## src/rtl/xcr_cr_master_if.sv

```systemverilog
// Bundle of request/response port and XCR control-register bus signals.
// The master modport is the view of xcr_cr_master. The slave modport is the
// view of whatever sits around it: the request source and the register block.
interface xcr_cr_master_if;
  // request port
  logic        req_valid;
  logic        req_ready;
  logic        req_we;
  logic [7:0]  req_adr;
  logic [1:0]  req_len;
  logic [31:0] req_wdata;
  // response port
  logic        rsp_valid;
  logic        rsp_err;
  logic [31:0] rsp_rdata;
  logic        busy;
  // cr bus
  logic [7:0]  cr_din;
  logic [7:0]  cr_dout;
  logic [7:0]  cr_adr;
  logic        cr_we;
  logic        cr_cs;

  modport master (
    input  req_valid, req_we, req_adr, req_len, req_wdata, cr_dout,
    output req_ready, rsp_valid, rsp_err, rsp_rdata, busy,
           cr_din, cr_adr, cr_we, cr_cs
  );

  modport slave (
    output req_valid, req_we, req_adr, req_len, req_wdata, cr_dout,
    input  req_ready, rsp_valid, rsp_err, rsp_rdata, busy,
           cr_din, cr_adr, cr_we, cr_cs
  );
endinterface

```

## src/rtl/xcr_cr_master.sv

```systemverilog
// Initiator for the 8-bit XCR control-register bus. Takes a 1-4 byte
// read/write request, issues one single-byte cr beat per cycle, and returns
// a single-cycle response strobe. All bus and response outputs are registered.
module xcr_cr_master #(
  parameter logic [15:0] MAP_MASK = 16'h0003
) (
  input logic            clk,
  input logic            rst,
  xcr_cr_master_if.master bus
);

  typedef enum logic [1:0] {
    IDLE = 2'd0,
    XFER = 2'd1,
    RESP = 2'd2
  } state_t;

  // registered state
  state_t      r_state;
  logic        r_we;
  logic [7:0]  r_base;
  logic [1:0]  r_len;
  logic [31:0] r_wdata;
  logic [1:0]  r_idx;
  logic [31:0] r_acc;
  logic        r_cs;
  logic        r_wr;
  logic [7:0]  r_adr;
  logic [7:0]  r_din;
  logic        r_rsp_valid;
  logic        r_rsp_err;
  logic [31:0] r_rsp_rdata;
  logic        r_busy;

  // combinational next values
  state_t      w_state_next;
  logic        w_we_next;
  logic [7:0]  w_base_next;
  logic [1:0]  w_len_next;
  logic [31:0] w_wdata_next;
  logic [1:0]  w_idx_next;
  logic [31:0] w_acc_next;
  logic        w_cs_next;
  logic        w_wr_next;
  logic [7:0]  w_adr_next;
  logic [7:0]  w_din_next;
  logic        w_rsp_valid_next;
  logic        w_rsp_err_next;
  logic [31:0] w_rsp_rdata_next;

  logic        w_ready;
  logic        w_accept;
  logic [4:0]  w_span;
  logic        w_req_err;
  logic [1:0]  w_idx_inc;
  logic [31:0] w_acc_merged;

  assign w_ready   = (r_state == IDLE) && !rst;
  assign w_accept  = bus.req_valid && w_ready;
  // Last byte offset inside the 16-byte window; bit 4 set means the request
  // runs past the end of the window (0xFF+1 wrap lands here too).
  assign w_span    = {1'b0, bus.req_adr[3:0]} + {3'b000, bus.req_len};
  assign w_req_err = !MAP_MASK[bus.req_adr[7:4]] || w_span[4];
  assign w_idx_inc = r_idx + 2'd1;

  // Read accumulator with the current beat's byte merged into its lane;
  // writes never touch the accumulator so their response data stays zero.
  genvar gi;
  generate
    for (gi = 0; gi < 4; gi++) begin : g_lane
      assign w_acc_merged[8*gi +: 8] = (!r_we && (r_idx == 2'(gi))) ?
                                       bus.cr_dout : r_acc[8*gi +: 8];
    end
  endgenerate

  // Next-state and next-output decode
  always_comb begin
    w_state_next     = r_state;
    w_we_next        = r_we;
    w_base_next      = r_base;
    w_len_next       = r_len;
    w_wdata_next     = r_wdata;
    w_idx_next       = r_idx;
    w_acc_next       = r_acc;
    w_cs_next        = 1'b0;
    w_wr_next        = 1'b0;
    w_adr_next       = r_adr;
    w_din_next       = 8'h00;
    w_rsp_valid_next = 1'b0;
    w_rsp_err_next   = r_rsp_err;
    w_rsp_rdata_next = r_rsp_rdata;

    case (r_state)
      IDLE: begin
        if (w_accept) begin
          w_we_next        = bus.req_we;
          w_base_next      = bus.req_adr;
          w_len_next       = bus.req_len;
          w_wdata_next     = bus.req_wdata;
          w_idx_next       = 2'd0;
          w_acc_next       = 32'h0;
          w_rsp_rdata_next = 32'h0;
          if (w_req_err) begin
            w_state_next     = RESP;
            w_rsp_valid_next = 1'b1;
            w_rsp_err_next   = 1'b1;
          end else begin
            w_state_next   = XFER;
            w_rsp_err_next = 1'b0;
            w_cs_next      = 1'b1;
            w_wr_next      = bus.req_we;
            w_adr_next     = bus.req_adr;
            w_din_next     = bus.req_we ? bus.req_wdata[7:0] : 8'h00;
          end
        end
      end
      XFER: begin
        w_acc_next = w_acc_merged;
        if (r_idx == r_len) begin
          w_state_next     = RESP;
          w_rsp_valid_next = 1'b1;
          w_rsp_rdata_next = w_acc_merged;
        end else begin
          w_idx_next = w_idx_inc;
          w_cs_next  = 1'b1;
          w_wr_next  = r_we;
          w_adr_next = r_base + {6'b000000, w_idx_inc};
          w_din_next = r_we ? r_wdata[{w_idx_inc, 3'b000} +: 8] : 8'h00;
        end
      end
      RESP: begin
        w_state_next = IDLE;
      end
      default: begin
        w_state_next = IDLE;
      end
    endcase
  end

  // State and registered-output update with synchronous reset
  always_ff @(posedge clk) begin
    if (rst) begin
      r_state     <= IDLE;
      r_we        <= 1'b0;
      r_base      <= 8'h00;
      r_len       <= 2'd0;
      r_wdata     <= 32'h0;
      r_idx       <= 2'd0;
      r_acc       <= 32'h0;
      r_cs        <= 1'b0;
      r_wr        <= 1'b0;
      r_adr       <= 8'h00;
      r_din       <= 8'h00;
      r_rsp_valid <= 1'b0;
      r_rsp_err   <= 1'b0;
      r_rsp_rdata <= 32'h0;
      r_busy      <= 1'b0;
    end else begin
      r_state     <= w_state_next;
      r_we        <= w_we_next;
      r_base      <= w_base_next;
      r_len       <= w_len_next;
      r_wdata     <= w_wdata_next;
      r_idx       <= w_idx_next;
      r_acc       <= w_acc_next;
      r_cs        <= w_cs_next;
      r_wr        <= w_wr_next;
      r_adr       <= w_adr_next;
      r_din       <= w_din_next;
      r_rsp_valid <= w_rsp_valid_next;
      r_rsp_err   <= w_rsp_err_next;
      r_rsp_rdata <= w_rsp_rdata_next;
      r_busy      <= (w_state_next != IDLE);
    end
  end

  assign bus.req_ready = w_ready;
  assign bus.rsp_valid = r_rsp_valid;
  assign bus.rsp_err   = r_rsp_err;
  assign bus.rsp_rdata = r_rsp_rdata;
  assign bus.busy      = r_busy;
  assign bus.cr_cs     = r_cs;
  assign bus.cr_we     = r_wr;
  assign bus.cr_adr    = r_adr;
  assign bus.cr_din    = r_din;

endmodule

```

## src/flat_wrapper.sv

```systemverilog
// flat-port wrapper written by rule: the top's interface ports become plain ports
module xcr_cr_master_flat 
#(
  parameter logic [15:0] MAP_MASK = 16'h0003
)
  (clk, rst, bus_req_valid, bus_req_we, bus_req_adr, bus_req_len, bus_req_wdata, bus_cr_dout, bus_req_ready, bus_rsp_valid, bus_rsp_err, bus_rsp_rdata, bus_busy, bus_cr_din, bus_cr_adr, bus_cr_we, bus_cr_cs);
  xcr_cr_master_if bus_i ();
  input logic clk;
  input logic rst;
  input wire logic [$bits(bus_i.req_valid)-1:0] bus_req_valid;
  input wire logic [$bits(bus_i.req_we)-1:0] bus_req_we;
  input wire logic [$bits(bus_i.req_adr)-1:0] bus_req_adr;
  input wire logic [$bits(bus_i.req_len)-1:0] bus_req_len;
  input wire logic [$bits(bus_i.req_wdata)-1:0] bus_req_wdata;
  input wire logic [$bits(bus_i.cr_dout)-1:0] bus_cr_dout;
  output wire logic [$bits(bus_i.req_ready)-1:0] bus_req_ready;
  output wire logic [$bits(bus_i.rsp_valid)-1:0] bus_rsp_valid;
  output wire logic [$bits(bus_i.rsp_err)-1:0] bus_rsp_err;
  output wire logic [$bits(bus_i.rsp_rdata)-1:0] bus_rsp_rdata;
  output wire logic [$bits(bus_i.busy)-1:0] bus_busy;
  output wire logic [$bits(bus_i.cr_din)-1:0] bus_cr_din;
  output wire logic [$bits(bus_i.cr_adr)-1:0] bus_cr_adr;
  output wire logic [$bits(bus_i.cr_we)-1:0] bus_cr_we;
  output wire logic [$bits(bus_i.cr_cs)-1:0] bus_cr_cs;
  assign bus_i.req_valid = bus_req_valid;
  assign bus_i.req_we = bus_req_we;
  assign bus_i.req_adr = bus_req_adr;
  assign bus_i.req_len = bus_req_len;
  assign bus_i.req_wdata = bus_req_wdata;
  assign bus_i.cr_dout = bus_cr_dout;
  assign bus_req_ready = bus_i.req_ready;
  assign bus_rsp_valid = bus_i.rsp_valid;
  assign bus_rsp_err = bus_i.rsp_err;
  assign bus_rsp_rdata = bus_i.rsp_rdata;
  assign bus_busy = bus_i.busy;
  assign bus_cr_din = bus_i.cr_din;
  assign bus_cr_adr = bus_i.cr_adr;
  assign bus_cr_we = bus_i.cr_we;
  assign bus_cr_cs = bus_i.cr_cs;
  xcr_cr_master #(.MAP_MASK(MAP_MASK)) u_core (.clk(clk), .rst(rst), .bus(bus_i));
endmodule
```

## config.mk

```make
export PLATFORM = sky130hd
export DESIGN_NAME = xcr_cr_master_flat
export DESIGN_NICKNAME = d
export VERILOG_FILES = /design/src/rtl/xcr_cr_master_if.sv /design/src/rtl/xcr_cr_master.sv /design/src/flat_wrapper.sv
export SDC_FILE = /design/constraint.sdc
export NUM_CORES = 1
export LEC_CHECK = 0
export BUFFER_PORTS_ARGS = -buffer_cell sky130_fd_sc_hd__buf_2
export CAP_MARGIN = 5
export CELL_PAD_IN_SITES_DETAIL_PLACEMENT = 0
export CELL_PAD_IN_SITES_GLOBAL_PLACEMENT = 1
export CORE_AREA = 10 10 149 137
export CTS_CLUSTER_DIAMETER = 200
export DETAILED_ROUTE_END_ITERATION = 10
export DIE_AREA = 0 0 159 147
export PLACE_DENSITY = 0.69
export SLEW_MARGIN = 20
export SYNTH_ARGS = -nofsm -noshare
export SYNTH_HDL_FRONTEND = slang
export SYNTH_SLANG_ARGS = --single-unit
export TNS_END_PERCENT = 5
```

## constraint.sdc

```tcl
create_clock -name clk -period 2 [get_ports clk]
set_input_delay 0.4 -clock clk [delete_from_list [all_inputs] [get_ports clk]]
set_output_delay 0.4 -clock clk [all_outputs]
set_load 0.1 [all_outputs]
```

==> impl_metrics.env <==
export IMPL_diodes=0
export IMPL_drive_gt1_frac=0.293
export IMPL_power_leakage_nw=2.83
export IMPL_fp_dieW_um=159
export IMPL_path_clk_slew_ps=60
export IMPL_coreArea_um2=17300
export IMPL_yosysTopAreaCell="dfxtp_1"
export IMPL_place_inst=961
export IMPL_post_cts_resized=0
export IMPL_max_clock_freq_mhz=529
export IMPL_min_period_ps=1890
export IMPL_final_util=0.419
export IMPL_clock_path_buffers=2
export IMPL_syn_avg_cell_area_um2=8.97
export IMPL_clock_latency_ps=410
export IMPL_synth_nets=706
export IMPL_grt_pass1_wl_um=27100
export IMPL_worst_pin_slew_ps=633
export IMPL_crit_fanout=6
export IMPL_synth_edf_count=0
export IMPL_power_density_nw_per_um2=880
export IMPL_rsz0062_at_grt="no"
export IMPL_gp_congestion=0.777
export IMPL_dp_hpwl_um=11900
export IMPL_synth_top_area_frac=0.457
export IMPL_port_buffers=107
export IMPL_overflow=0
export IMPL_vias_per_cell=5.16
export IMPL_fin_setup_tns_ps=0
export IMPL_totalWireLength_um=16900
export IMPL_drc=0
export IMPL_dr_pass1_iters=5
export IMPL_place_area_um2=6640
export IMPL_grt_usage=0.142
export IMPL_antenna_found_initial=0
export IMPL_crit_type="reg -> out"
export IMPL_num_fill_cells=1725
export IMPL_period_share=0.945
export IMPL_synth_flop_cell="dfxtp_1"
export IMPL_hold_viol=0
export IMPL_arrival_ps=1490
export IMPL_ys_seq_elements=132
export IMPL_hold_class="in -> reg"
export IMPL_grt_busiest_layer="met2"
export IMPL_synth_area_leaders="dfxtp_1 (46%), a21oi_1 (7.6%), nand2_1 (6.5%)"
export IMPL_start_kind="register"
export IMPL_cts_hold_buf=0
export IMPL_relSlewSlack=0.578
export IMPL_antenna_left=0
export IMPL_start_util=0.333
export IMPL_cts_setup_buffers=0
export IMPL_ir_drop_mv=0.588
export IMPL_grt_met1_usage=0.179
export IMPL_drv_slew=0
export IMPL_ys_seq_area_frac=0.457
export IMPL_async_reset_ff_frac=0
export IMPL_root_buffer="clkbuf_16"
export IMPL_h_tree_depth=4
export IMPL_grt_pass1_vias=5184
export IMPL_stdcell_count=991
export IMPL_cp_end_kind="output pin"
export IMPL_post_drt_wl_per_cell_um=17.1
export IMPL_synth_area_um2=5780
export IMPL_drt_iter0_markers=367
export IMPL_vias=5116
export IMPL_grtUsageMet2=0.230
export IMPL_die_h_um=147
export IMPL_design_area_um2=7260
export IMPL_crit_required_ps=1600
export IMPL_hold_slack_ps=224
export IMPL_io_pins=108
export IMPL_use_met3=0.0427
export IMPL_synth_cell_types=47
export IMPL_finClkSkew_ps=11.1
export IMPL_setup_violations=0
export IMPL_cts_inserted_buffers=17
export IMPL_grt_max_degree=63
export IMPL_area_delta_synth_final_pct=25.6
export IMPL_synth_cells=644
export IMPL_cts_sinks=132
export IMPL_ys_warn_count=0
export IMPL_status="completed"
export IMPL_nets=802
export IMPL_dieArea_um2=23400
export IMPL_rows=46
export IMPL_maxCapViolations=0
export IMPL_cts_tree="yes"
==> cell usage in the layout (no fill, tap or decap), types with 2 or more instances in the layout <==
cell type	instances
xor2_1	3
ha_1	7
nand3_1	15
o21a_1	3
a311oi_1	4
dfxtp_1	132
buf_12	3
mux2i_1	4
nand4b_1	27
nand2_1	100
o21ai_0	40
inv_1	4
mux4_2	8
clkbuf_16	17
mux2_2	32
nor3_1	5
clkbuf_8	4
bufinv_16	3
clkinv_4	2
buf_2	105
nor2_1	40
nand4_1	9
nor2b_1	6
buf_4	29
clkinv_2	2
a21oi_1	87
a22oi_1	32
==> Yosys cell counts (8+ instances only) <==
cell type,n
mux4_2,8
a22oi_1,32
nand3_1,15
nand4_1,9
clkbuf_1,33
a21oi_1,88
mux2_2,32
buf_2,17
nor2_1,41
dfxtp_1,132
nand4b_1,27
o21ai_0,40
nand2_1,100
==> per-stage QoR <==
stage          setup WS, ps  total power, mW
3_5_place_dp           75.2             3.24
3_3_place_gp           99.4             3.24
4_1_cts                67.4             6.48
6_report                110             6.39
5_1_grt                15.4             6.61
2_1_floorplan         -87.0             3.06
==> flip-flops by register name, indices dropped and copies added, names as in the netlist <==
register / flops
u_core.bus.rsp_rdata: 32
u_core.r_acc: 32
u_core.r_wdata: 32
u_core.bus.cr_adr: 8
u_core.bus.cr_din: 8
u_core.r_base: 8
u_core.r_idx: 2
u_core.r_len: 2
u_core.r_state: 2
u_core.bus.busy: 1
u_core.bus.cr_cs: 1
u_core.bus.cr_we: 1
u_core.bus.rsp_err: 1
u_core.bus.rsp_valid: 1
u_core.r_we: 1
==> worst paths after layout <==
check,start,end,slack [ps],cells past startpoint
max,u_core.r_state[1],bus_req_ready,110,3
min,bus_req_wdata[14],u_core.r_wdata[14],220,3
max reg2reg,u_core.r_idx[0],u_core.bus.cr_adr[3],120,7
min reg2reg,u_core.r_wdata[5],u_core.r_wdata[5],450,2
==> cells by family (layout without fill, tap and decap cells) <==
logic type	Yosys count	count (layout)	synth area share
simple gates	211	211	0.179
compound gates	179	179	0.185
flops	132	132	0.457
buf+inv	64	171	0.0485
mux	45	45	0.103
fa+ha+maj	8	8	0.0186
xor+xnor	5	5	0.00888
==> per-layer routing <==
metal  part of all wire  wire length [µm]
met5                  0                 0
met4              0.014               231
met3              0.059               993
met2               0.46              7870
met1               0.46              7850
==> critical path, cell delays in order, from the launching register on <==
cell and delay (ps):
dfxtp_1 370, or2_2 360, nor2_4 160, buf_12 190
==> cell type report <==
| class | count | area, µm² | share of cell area |
|---|---|---|---|
| Inverter | 4 | 15.0 | 0.00207 |
| Clock inverter | 8 | 125 | 0.0172 |
| Multi-Input combinational cell | 448 | 2890 | 0.398 |
| Timing Repair Buffer | 137 | 803 | 0.111 |
| Sequential cell | 132 | 2640 | 0.364 |
| Clock buffer | 22 | 484 | 0.0667 |
| Tap cell | 240 | 300 | 0.0414 |
==> power by group <==
group / internal [mW] / switching (mW) / total, mW / leakage [nW]
clock network: 2.08 / 1.12 / 3.20 / 0.298
logic: 0.161 / 0.310 / 0.471 / 1.46
registers: 2.68 / 0.0340 / 2.72 / 1.07
total: 4.92 / 1.47 / 6.39 / 2.83
(Power assumes the default switching activity.)
